`config.mk`:
```
export PLATFORM = sky130hd
export DESIGN_NAME = perm_arb
export DESIGN_NICKNAME = d
export VERILOG_FILES = /design/src/rtl/perm_arb.sv
export SDC_FILE = /design/constraint.sdc
export NUM_CORES = 1
export LEC_CHECK = 0
export ABC_AREA = 1
export CAP_MARGIN = 10
export CORE_AREA = 8 8 393 395
export DETAILED_ROUTE_END_ITERATION = 10
export DIE_AREA = 0 0 401 403
export PLACE_DENSITY = 0.3
export SETUP_SLACK_MARGIN = 0.3
export SLEW_MARGIN = 10
export SYNTH_ARGS = -nofsm -noshare
export SYNTH_HDL_FRONTEND = slang
export SYNTH_SLANG_ARGS = --single-unit
export TNS_END_PERCENT = 5
```
`constraint.sdc`:
```
create_clock -name clk -period 2.2 [get_ports clk]
set_clock_uncertainty 0.05 [all_clocks]
set_input_delay 0.66 -clock clk [delete_from_list [all_inputs] [get_ports clk]]
set_output_delay 0.66 -clock clk [all_outputs]
set_load 0.1 [all_outputs]
```
`src/rtl/perm_arb.sv`:
```
// perm_arb: round-robin arbiter feeding 8-beat jobs from two requesters into a
// permutation core and routing its 8 output beats back as tagged responses.
module perm_arb #(
    parameter int WAIT_MAX = 64
) (
    input  logic         clk,
    input  logic         reset,
    input  logic [1:0]   r_valid,
    output logic [1:0]   r_ready,
    input  logic [199:0] r0_din,
    input  logic [199:0] r1_din,
    output logic         p_pushin,
    output logic [2:0]   p_dix,
    output logic [199:0] p_din,
    input  logic         p_pushout,
    input  logic [2:0]   p_doutix,
    input  logic [199:0] p_dout,
    output logic         rsp_valid,
    output logic         rsp_id,
    output logic [2:0]   rsp_ix,
    output logic [199:0] rsp_data,
    output logic         busy,
    output logic         err
);
    localparam int TW = $clog2(WAIT_MAX + 1);
    typedef enum logic [1:0] {IDLE, LOAD, WAIT, DRAIN} state_t;
    state_t state, state_nx;
    logic g, last, g_nx, beat, out_beat, timeout, draining;
    logic [2:0] cnt, ocnt;
    logic [TW-1:0] tmr;
    always_comb begin
        draining = (state == WAIT) || (state == DRAIN);
        g_nx     = (r_valid == 2'b11) ? ~last : r_valid[1];
        r_ready  = (state == LOAD) ? (g ? 2'b10 : 2'b01) : 2'b00;
        beat     = (state == LOAD) && r_valid[g];
        p_pushin = beat;
        p_dix    = cnt;
        p_din    = beat ? (g ? r1_din : r0_din) : '0;
        out_beat = p_pushout && draining;
        // tmr counts consecutive idle cycles; the last allowed one ends the job
        timeout  = draining && !p_pushout && (tmr == TW'(WAIT_MAX - 1));
        busy     = state != IDLE;
        state_nx = state;
        case (state)
            IDLE:    state_nx = |r_valid ? LOAD : IDLE;
            LOAD:    state_nx = (beat && cnt == 3'd7) ? WAIT : LOAD;
            WAIT:    state_nx = out_beat ? DRAIN : (timeout ? IDLE : WAIT);
            DRAIN:   state_nx = ((out_beat && ocnt == 3'd7) || timeout) ? IDLE : DRAIN;
            default: state_nx = IDLE;
        endcase
    end
    always_ff @(posedge clk or negedge reset) begin
        if (!reset) begin
            state     <= IDLE;
            g         <= 1'b0;
            last      <= 1'b1;
            cnt       <= '0;
            ocnt      <= '0;
            tmr       <= '0;
            rsp_valid <= 1'b0;
            rsp_id    <= 1'b0;
            rsp_ix    <= '0;
            rsp_data  <= '0;
            err       <= 1'b0;
        end else begin
            state <= state_nx;
            if (state == IDLE && |r_valid) begin
                g    <= g_nx;
                last <= g_nx;
            end
            if (beat) cnt <= cnt + 3'd1;
            ocnt      <= (state == IDLE) ? 3'd0 : (out_beat ? ocnt + 3'd1 : ocnt);
            tmr       <= (out_beat || !draining) ? '0 : tmr + 1'b1;
            rsp_valid <= out_beat;
            if (out_beat) begin
                rsp_id   <= g;
                rsp_ix   <= p_doutix;
                rsp_data <= p_dout;
            end
            if ((p_pushout && !draining) || (out_beat && p_doutix != ocnt) || timeout) err <= 1'b1;
        end
    end
endmodule
```
After elaboration in Yosys (flattened, before gate mapping)
Cells that the tools add are included.
{ "word_totals": {"reg_bits": 223, "in_bits": 608, "output_inout_bits": 413, "word_cells": 60} }
{ "op_classes": {"n_addsub": 3, "magnitude_cmp": 1, "eq_ne": 8, "mux": 16, "bitwise_logic": 1, "n_reduce_logical": 20} }
{ "ops": {"columns": ["cell", "n"], "rows": [
  ["$mux W200", 2],
  ["$mux W2", 6],
  ["$logic_and A1 B1 Y1", 9],
  ["$pmux W2 S4", 1],
  ["$add A7 B1 Y7 const B", 1],
  ["$eq A7 B6 Y1 const B", 1],
  ["$mux W7", 1],
  ["$add A3 B1 Y3 const B", 2],
  ["$eq A2 B2 Y1 const B", 3],
  ["$eq A3 B3 Y1 const B", 2],
  ["$mux W3", 2],
  ["$logic_or A1 B1 Y1", 5],
  ["$mux W1", 4],
  ["$reduce_bool A2 Y1", 2],
  ["$ne A3 B3 Y1", 1],
  ["$eq A2 B1 Y1 const B", 1],
  ["$logic_not A1 Y1", 2],
  ["$logic_not A2 Y1", 1],
  ["$lt A1 B2 Y1 const B", 1],
  ["$reduce_or A2 Y1", 1],
  ["$not A1 Y1", 1]
]} }

Logic depth before layout (Yosys ltp)
{ "depth": {"depth_word": 7, "mapped_depth": 8, "mapped_depth_nobuf": 7} }

Worst setup path after synthesis
OpenSTA, ideal clock, no wires.
{ "synth_timing": {"path_kind": "input to output", "start": "in r_valid[0]", "end": "out p_din[139]", "t_arrival_ns": 2.748, "required_ns": 1.490, "slack_ns": -1.258, "path_stages": 6, "path_buffers": 2, "path_cell_list": "inv_1 > o21ai_2 > nand2_1 > buf_2 > buf_2 > a21oi_1"} }
{ "synth_between": {"elab_chain_len": 4} }
{ "synth_rtl": {"columns": ["item", "line_no", "text"], "rows": [
  ["start, declared", "8", "input logic [1:0] r_valid,"],
  ["$mux W1 (implied by the code) (2 in series)", "35", "beat = (state == LOAD) && r_valid[g];"],
  ["$logic_and A1 B1 Y1", "35", null],
  ["$mux W200", "38", "p_din = beat ? (g ? r1_din : r0_din) : '0;"],
  ["end, declared", "14", "output logic [199:0] p_din,"]
]} }
Every way passes these cells. The select of a mux whose other input is x is not followed.

Final worst setup path
{ "layout_timing": {"start": "reg g", "end": "out p_din[21]"} }
{ "layout_between": {"elab_chain_len": 4, "word_cells_on_any_way": 5, "cone_classes": "mux (4); reduce/logical (1)"} }
{ "layout_rtl": {"columns": ["item", "line_no", "text"], "rows": [
  ["start, declared", "28", "logic g, last, g_nx, beat, out_beat, timeout, draining;"],
  ["start signal, assigned", "68", "g <= g_nx;"],
  ["$mux W1 (implied by the code) (2 in series)", "35", null],
  ["$logic_and A1 B1 Y1", "35", null],
  ["$mux W200 *", "38", null]
]} }
Every way passes the cells marked *; elsewhere a longest branch is shown, timed or not. The select of a mux whose other input is x is not followed.

==> impl_metrics.py <==
metrics = {
    "setup_path": {
        "path_class": "reg -> out",
        "timing.rr.start": "g$_DFFE_PN0P_",
        "start_kind": "register",
        "r2r-end": "p_dix[2]$_DFFE_PN0P_",
        "worstRegToRegCells": 10,
        "cp.arrival_ns": 2.27,
        "worstPathRequired_ns": 1.49,
        "end_kind": "output port",
        "crit_path_max_fanout": 6,
        "r2r_setup_slack_ns": 0.47,
    },
    "global_route": {
        "grt_usage": 0.129,
        "grt_max_degree": 58,
        "grt_pass1_vias": 16100,
        "overflow": 0,
        "antenna_found_initial": 40,
        "grt_pass1_wl_mm": 146,
    },
    "clock_network": {
        "path_clk_slew_ns": 0.06,
        "cts_buffers": 29,
        "cts_root_buf": "clkbuf_16",
        "cts_tree": "built",
        "clkSinkCount": 223,
        "cts_buffer_depth": 3,
        "clock_latency_ns": 0.58,
        "htree_levels": 1,
    },
    "placement": {
        "portBuffers": 1020,
        "place_area_um2": 29300,
        "gp_congestion": 0.888,
        "dp_hpwl_mm": 90.9,
    },
    "worst_hold_path": {
        "min_to": "tmr[0]$_DFF_PN0_",
        "min_path_cells": 1,
        "min_path_type": "reg -> reg",
        "min_from": "tmr[0]$_DFF_PN0_",
    },
    "cells_and_area": {
        "nets": 3355,
        "fin_area_um2": 33000,
        "final_common_cell": "nand2_1",
        "most-common-layout-cells": "nand2_1, clkdlybuf4s50_1, buf_12",
        "area_delta_synth_final_pct": 190,
        "layout-drive-gt1-share": 0.311,
    },
    "timing": {
        "hold_viol": 0,
        "slew_violations": 0,
        "slew_headroom": 0.762,
        "finalCritPeriodShare": 1.35,
        "hold_ws_ns": 0.410,
        "fmax_ghz": 0.336,
        "setup_viol": 203,
        "worst_pin_slew_ns": 0.357,
        "rsz0062_at_grt": "true",
        "min_period_ns": 2.98,
        "finalWorstSetupSlack_ns": -0.778,
    },
    "pwr": {
        "power.leakage_nw": 13.8,
        "power_switching_w": 0.0377,
        "p_seq_frac": 0.124,
        "pwr-share-comb": 0.801,
        "pwr_density_cell_nw_per_um2": 1950,
        "irDropWorstVdd_mv": 0.851,
        "p_sw_frac": 0.587,
        "p_int_w": 0.0266,
        "p_clk_frac": 0.075,
    },
    "synthesis": {
        "syn_nets": 2252,
        "ys.flop_type": "dfrtp_1",
        "synth_cells": 1639,
        "seq_area_frac_synth": 0.490,
        "ys_ff_latch": 223,
        "synth.avg_cell_area_um2": 6.95,
        "synth_top_family_by_area": "simple AND/OR/NAND/NOR gates",
        "yosys.cell_types.count": 23,
        "synthAdderAreaFrac": 0.00549,
        "synth-simple-area-share": 0.348,
        "synth-async-reset-ratio": 1.00,
        "synth_edf_count": 0,
        "synth_warnings": 0,
        "syn_area_um2": 11400,
        "synth_xor_area_frac": 0.00154,
        "synth_mux_area_frac": 0,
        "synth_compound_area_frac": 0.0981,
    },
    "floorplan": {
        "core_area_um2": 149000,
        "die_x_um": 401,
        "dieArea_um2": 162000,
        "fp.dieH_um": 403,
        "pin_count": 1021,
        "initial_core_util": 0.0767,
        "fp-row-count": 142,
    },
    "flow_run": {
        "max-cap-violations": 0,
    },
    "run_status": {
        "status": "complete, but fails checks",
        "violations": "negative setup slack",
    },
    "route": {
        "drtIter0Drc": 798,
        "vias_per_cell": 3.24,
        "first_pass_iters": 4,
        "wirelength_mm": 111,
        "drcViolationCount": 0,
        "avgRoutedWirePerCell_um": 23.5,
        "ant_nets": 0,
        "vias": 15300,
    },
}
-- cells by family after synthesis --
family	count (synthesis)
AOI/OAI and AO/OA	222
adders and majority gates	5
xor gates and xnor gates	2
and+or+nand+nor	1054
buffers and inverters	133
DFF	223
-- cells in the mapped netlist (2+ instances only) --
cell / instances / area share
nand2_1: 1034 / 0.34
dfrtp_1: 222 / 0.49
a21oi_1: 204 / 0.090
buf_2: 49 / 0.022
clkbuf_1: 47 / 0.015
inv_1: 18 / 0.0059
o21ai_0: 16 / 0.0070
nor2_1: 12 / 0.0040
buf_6: 10 / 0.0099
ha_1: 5 / 0.0055
nand3_1: 4 / 0.0018
buf_1: 3 / 0.00099
buf_4: 3 / 0.0020
inv_2: 2 / 0.00066
nor3_1: 2 / 0.00088
-- layout make-up --
| cell class | count | area (um^2) |
|---|---|---|
| clock inverters | 4 | 51.3 |
| clock buffers | 45 | 876 |
| fillers | 16200 | 115000 |
| well taps | 1944 | 2430 |
| diodes | 18 | 45.0 |
| repair inverters | 1 | 16.3 |
| repair buffers | 1181 | 16700 |
| inverters | 21 | 125 |
| flip-flops and latches | 223 | 5600 |
| multi-input cells | 1285 | 7150 |
-- sequential cells by signal, indices dropped and copies added (netlist names) --
register,cells
rsp_data,200
g,1
tmr,7
rsp_valid,1
ocnt,3
last,1
err,1
rsp_ix,3
state,2
p_dix,3
rsp_id,1
-- through the flow --
step / power, W / TNS [ns] / instances / setup WS, ns / util
after floorplan: 0.0343 / -193.57 / 1639 / -1.21 / -
after global routing: 0.0667 / -164.77 / 4712 / -0.885 / 0.222
after CTS: 0.0642 / -166.28 / 4692 / -0.886 / 0.217
final: 0.0643 / -142.98 / 4722 / -0.778 / 0.222
after global placement: 0.0554 / -198.31 / 4612 / -1.18 / 0.197
after detailed placement: 0.0553 / -196.45 / 4612 / -1.15 / 0.197
-- critical path, stage by stage, from the launching register on --
cell	delay, ns
dfrtp_4	0.51
o21ai_4	0.15
buf_12	0.13
buf_12	0.13
nand2_8	0.09
buf_12	0.15
clkbuf_16	0.17
a21oi_4	0.14
buf_12	0.19
-- worst max path at each step --
| stage | to | startpoint | slack [ns] |
|---|---|---|---|
| global route | p_din[111] | g$_DFFE_PN0P_ | -0.89 |
| CTS | p_din[111] | g$_DFFE_PN0P_ | -0.89 |
| detailed placement | p_din[43] | r_valid[0] | -1.15 |
| floorplan | p_din[109] | r_valid[0] | -1.21 |
| global placement | p_din[43] | r_valid[0] | -1.18 |
| finish | p_din[21] | g$_DFFE_PN0P_ | -0.78 |
-- per-layer routing --
layer,track usage,vias to the layer above,wire length [um]
met4,0.0351,30,2830
met5,0,-,182
li1,-,7344,-
met1,0.150,7191,44300
met3,0.0474,123,8960
met2,0.222,595,54700
-- what timing repair did --
action / in CTS / in global routing
cloned: 19 / 8
gates resized for setup: 285 / 83
buffers inserted: 11 / 4
setup endpoints to repair: 413 / 413
hold buffers: 1 / 0
hold endpoints to repair: 20 / 0
pin swaps: 7 / 10
-- power groups by stage --
| stage | combinational, W | sequential, W | clock, W |
|---|---|---|---|
| floorplan | 0.0144 | 0.0198 | 0 |
| global placement | 0.0474 | 0.00802 | 0 |
| detailed placement | 0.0472 | 0.00807 | 0 |
| CTS | 0.0511 | 0.00803 | 0.00513 |
| global route | 0.0532 | 0.00825 | 0.00525 |
| finish | 0.0515 | 0.00799 | 0.00480 |
No activity file was read; power rests on OpenSTA's default activity.
